**config.mk**
```make
export PLATFORM = sky130hd
export DESIGN_NAME = tpu_apb_master
export DESIGN_NICKNAME = d
export VERILOG_FILES = /design/src/rtl/tpu_apb_pkg.sv /design/src/rtl/tpu_apb_master.sv
export SDC_FILE = /design/constraint.sdc
export NUM_CORES = 1
export LEC_CHECK = 0
export CORE_ASPECT_RATIO = 1.1
export CORE_MARGIN = 1.5
export CORE_UTILIZATION = 30
export DETAILED_ROUTE_END_ITERATION = 6
export MAX_ROUTING_LAYER = met4
export PLACE_DENSITY = 0.66
export SKIP_CTS_REPAIR_TIMING = 1
export SLEW_MARGIN = 0
export SYNTH_ARGS = -nofsm -noshare
export SYNTH_HDL_FRONTEND = slang
export SYNTH_SLANG_ARGS = --single-unit
```
**constraint.sdc**
```tcl
create_clock -name i_clk -period 1.5 [get_ports i_clk]
set_input_delay 0.3 -clock i_clk [delete_from_list [all_inputs] [get_ports i_clk]]
set_output_delay 0.3 -clock i_clk [all_outputs]
set_load 0.01 [all_outputs]
```
**src/rtl/tpu_apb_pkg.sv**
```systemverilog
// Shared state type and TPU register map for the TPU APB requester.
package tpu_apb_pkg;

    typedef enum logic [1:0] {
        ST_IDLE   = 2'd0,
        ST_SETUP  = 2'd1,
        ST_ACCESS = 2'd2
    } apb_state_e;

    localparam int TPU_NUM_WEIGHTS = 4;
    localparam int TPU_WEIGHT_BASE = 0;
    localparam int TPU_RESULT_ADDR = 0;
    localparam int TPU_START_ADDR  = 4;

    function automatic int tpu_weight_addr(input int idx);
        return TPU_WEIGHT_BASE + idx;
    endfunction

endpackage

```
**src/rtl/tpu_apb_master.sv**
```systemverilog
// Single-outstanding APB requester for the TPU register block.
// Optional ACCESS watchdog enabled by defining TPU_APB_TIMEOUT_EN.
//
// state     | meaning
// ST_IDLE   | bus parked at zero, cmd_ready high
// ST_SETUP  | psel=1, penable=0, latched command on the bus
// ST_ACCESS | psel=1, penable=1, wait for pready (or watchdog expiry)
module tpu_apb_master
    import tpu_apb_pkg::*;
#(
    parameter int ADDR_W  = 32,
    parameter int DATA_W  = 32,
    parameter int TIMEOUT = 16
) (
    input  logic              i_clk,
    input  logic              i_rstn,
    input  logic              i_cmd_valid,
    output logic              o_cmd_ready,
    input  logic              i_cmd_write,
    input  logic [ADDR_W-1:0] i_cmd_addr,
    input  logic [DATA_W-1:0] i_cmd_wdata,
    output logic              o_rsp_valid,
    output logic [DATA_W-1:0] o_rsp_rdata,
    output logic              o_rsp_err,
    output logic [ADDR_W-1:0] o_paddr,
    output logic              o_psel,
    output logic              o_penable,
    output logic              o_pwrite,
    output logic [DATA_W-1:0] o_pwdata,
    input  logic [DATA_W-1:0] i_prdata,
    input  logic              i_pready,
    input  logic              i_pslverr
);

    if (TIMEOUT < 1) begin : g_bad_timeout
        $error("TIMEOUT must be at least 1");
    end

    apb_state_e        state;
    logic              xfer_done;
    logic              done_err;
    logic [DATA_W-1:0] done_rdata;

`ifdef TPU_APB_TIMEOUT_EN
    // Down-counter loaded on entry to ACCESS; expiry at terminal count zero.
    localparam int              WD_W    = (TIMEOUT > 1) ? $clog2(TIMEOUT) : 1;
    localparam logic [WD_W-1:0] WD_LOAD = WD_W'(TIMEOUT - 1);
    logic [WD_W-1:0]            wdog;
`endif

    always_comb begin
        xfer_done  = 1'b0;
        done_err   = 1'b0;
        done_rdata = '0;
        if (state == ST_ACCESS) begin
            if (i_pready) begin
                xfer_done  = 1'b1;
                done_err   = i_pslverr;
                done_rdata = o_pwrite ? '0 : i_prdata;
            end
`ifdef TPU_APB_TIMEOUT_EN
            else if (wdog == '0) begin
                xfer_done = 1'b1;
                done_err  = 1'b1;
            end
`endif
        end
    end

    always_ff @(posedge i_clk or negedge i_rstn) begin
        if (!i_rstn) begin
            state       <= ST_IDLE;
            o_cmd_ready <= 1'b0;
            o_rsp_valid <= 1'b0;
            o_rsp_rdata <= '0;
            o_rsp_err   <= 1'b0;
            o_paddr     <= '0;
            o_psel      <= 1'b0;
            o_penable   <= 1'b0;
            o_pwrite    <= 1'b0;
            o_pwdata    <= '0;
`ifdef TPU_APB_TIMEOUT_EN
            wdog        <= '0;
`endif
        end else begin
            o_rsp_valid <= 1'b0;
            case (state)
                ST_IDLE: begin
                    o_cmd_ready <= 1'b1;
                    if (i_cmd_valid && o_cmd_ready) begin
                        o_cmd_ready <= 1'b0;
                        o_psel      <= 1'b1;
                        o_paddr     <= i_cmd_addr;
                        o_pwrite    <= i_cmd_write;
                        o_pwdata    <= i_cmd_write ? i_cmd_wdata : '0;
                        state       <= ST_SETUP;
                    end
                end
                ST_SETUP: begin
                    o_penable <= 1'b1;
                    state     <= ST_ACCESS;
`ifdef TPU_APB_TIMEOUT_EN
                    wdog      <= WD_LOAD;
`endif
                end
                ST_ACCESS: begin
                    if (xfer_done) begin
                        o_rsp_valid <= 1'b1;
                        o_rsp_rdata <= done_rdata;
                        o_rsp_err   <= done_err;
                        o_cmd_ready <= 1'b1;
                        o_psel      <= 1'b0;
                        o_penable   <= 1'b0;
                        o_pwrite    <= 1'b0;
                        o_paddr     <= '0;
                        o_pwdata    <= '0;
                        state       <= ST_IDLE;
                    end
`ifdef TPU_APB_TIMEOUT_EN
                    else begin
                        wdog <= wdog - 1'b1;
                    end
`endif
                end
                default: state <= ST_IDLE;
            endcase
        end
    end

endmodule

```
==> flow_metrics.tcl <==
set metrics [dict create \
    outcome "complete, but fails checks" \
    violations "negative setup slack" \
    io_pins 204 \
    yosysWarnings 0 \
    diodes 0 \
    leakagePower_nw 4.38 \
    power.share.clock 0.198 \
    yosysSeqAreaShare 0.667 \
    cp-end-kind "flop" \
    rsz0062_at_grt "yes" \
    worst_pin_slew_ns 0.382 \
    ir_worst_vdd_v 0.000792 \
    die_h_um 123 \
    hold_viol 0 \
    instances_no_fill 683 \
    p_switching_w 0.00409 \
    p_comb_frac 0.442 \
    hold_slack_ns 0.413 \
    wl_per_cell_um 16.3 \
    setup_viol 2 \
    row_count 43 \
    worst_ep_arrival_time_ns 1.72 \
    synth_fp_nets 411 \
    netSwitchingFraction 0.310 \
    tns_ns -0.00926 \
    cp-start-kind "flop" \
    worst_slew_margin_rel 0.746 \
    cts.sinks 104 \
    slew_violations 0 \
    pwr-share-seq 0.360 \
    hpwl_um 7610 \
    r2r_setup_slack_ns -0.007 \
    numCtsBuffers 9 \
    via_count 3188 \
    area_growth_pct 77.3 \
    cts_tree "built" \
    fmax_ghz 0.664 \
    intPower_w 0.00911 \
    via_per_inst 4.67 \
    place_inst 662 \
    fin_crit_sh 1.00 \
    first_iter_violations 191 \
    crit_type "reg -> reg" \
    globalRouteOverflowTotal 0 \
    dieArea_mm2 0.0137 \
    io_buffers 203 \
    ctsHtreeMaxLevel 3 \
    die_x_um 112 \
    grt_pass1_vias 3222 \
    grt_max_degree 67 \
    critPathMaxFanout 19 \
    layout-drive-gt1-share 0.0779 \
    cts-root-buf "clkbuf_16" \
    finClkSkew_ns 0.00843 \
    grt.total_usage 0.156 \
    place.gp.congestion 0.759 \
    post-route-drc-count 0 \
    synth.distinct_cells 19 \
    clk_latency_ns 0.34 \
    syn_area_per_cell_um2 12.6 \
    final_antenna_net_count 0 \
    drt_first_pass_iters 4 \
    grt_antenna_before_repair 0 \
    clk_pin_slew_ns 0.07 \
    initial_utilization 0.309 \
    netlist_area_mm2 0.00390 \
    final_nets 624 \
    max_cap_violations 0 \
    core-area_mm2 0.0126 \
    synth_cells 309 \
    powerDensity_mw_per_mm2 1910 \
    synth-seq-cells 104 \
    hp-class "in -> async" \
    setup_ws_ns -0.00706 \
    pre_cts_slack_ns -0.270 \
    wl_um 11200 \
    fin_crit_ns 1.51 \
    grt_pass1_wl_um 16300 \
    critPathRequiredTime_ns 1.72 \
    fin_util 0.547 \
    cts.path.max_buffers 2 \
]
-- power by group through the flow --
stage / clock network [W] / logic (W) / registers [W]
4_1_cts: 0.00271 / 0.00603 / 0.00481
5_1_grt: 0.00283 / 0.00629 / 0.00492
3_3_place_gp: 0 / 0.00590 / 0.00482
2_1_floorplan: 0 / 0.00191 / 0.00534
6_report: 0.00261 / 0.00584 / 0.00475
3_5_place_dp: 0 / 0.00603 / 0.00481
-- worst max-delay path, stage by stage, from the launching register on --
cell,delay (ns)
dfrtp_1,0.44
nor4bb_4,0.27
buf_4,0.19
nor2_4,0.08
buf_12,0.16
a22o_1,0.24
-- synth_stat cells (all sizes together) --
| cell type | number | area share |
|---|---|---|
| clkbuf | 11 | 0.011 |
| nand3b | 2 | 0.0038 |
| and2 | 1 | 0.0016 |
| inv | 3 | 0.0029 |
| nor4bb | 1 | 0.0026 |
| dfrtp | 104 | 0.67 |
| nand2 | 36 | 0.035 |
| a21oi | 3 | 0.0038 |
| buf | 14 | 0.028 |
| o21ai | 33 | 0.042 |
| a21o | 2 | 0.0038 |
| nor2 | 2 | 0.0026 |
| nand2b | 33 | 0.053 |
| a22o | 64 | 0.14 |
-- layout by cell type, fill, tap and decap left out, drive strengths merged, types with 2 or more instances in the layout --
| master | instances |
|---|---|
| nand3b | 2 |
| a21oi | 3 |
| a21o | 2 |
| nand2 | 36 |
| nand2b | 33 |
| inv | 3 |
| o21ai | 33 |
| dlymetal6s2s | 102 |
| a22o | 64 |
| clkbuf | 15 |
| bufinv | 3 |
| clkdlybuf4s50 | 100 |
| nor2 | 2 |
| dfrtp | 104 |
| buf | 21 |
-- cell type report --
class,instances,area [um^2]
Clock inverter,3,90.1
Fill cell,1098,5730
Sequential cell,104,2600
Tap cell,157,196
Multi-Input combinational cell,177,1160
Clock buffer,12,246
Inverter,3,11.3
Timing Repair Buffer,227,2610
-- flip-flops by register name, indices dropped and copies added, names as in the netlist, 2 cells and up --
name,count
o_paddr,32
o_pwdata,32
o_rsp_rdata,32
state,2
-- path summary, 6_finish.rpt --
path | startpoint | endpoint | cells past startpoint
max | state[1] | o_pwdata[21] | 5
max reg2reg | state[1] | o_pwdata[21] | 5
min reg2reg | o_rsp_err | o_rsp_err | 2
min in group i_clk | o_rsp_err | o_rsp_err | 2
min | i_rstn | o_rsp_rdata[0] | 2
max in group asynchronous | i_rstn | o_paddr[26] | 3
-- through the flow --
step                total power [W]  area [um^2]
finish                       0.0132         6920
global placement             0.0107         6210
global route                 0.0140         6920
detailed placement           0.0108         6210
CTS                          0.0136         6550
floorplan                   0.00726         3900
-- logic make-up (layout without fill, tap and decap cells) --
family / Yosys count / in the layout / synth area share
buf+inv: 28 / 245 / 0.0414
simple gates: 75 / 75 / 0.0981
compound gates: 102 / 102 / 0.194
flops: 104 / 104 / 0.667
-- layer usage --
| metal | vias to the layer above | track usage | part of all wire |
|---|---|---|---|
| met3 | 10 | 0.0449 | 0.068 |
| met4 | 0 | 0.0443 | 0.013 |
| met2 | 150 | 0.241 | 0.48 |
| met1 | 1512 | 0.203 | 0.44 |
| li1 | 1516 | - | - |
| met5 | - | - | 0 |
No activity file was read; power rests on OpenSTA's default activity.
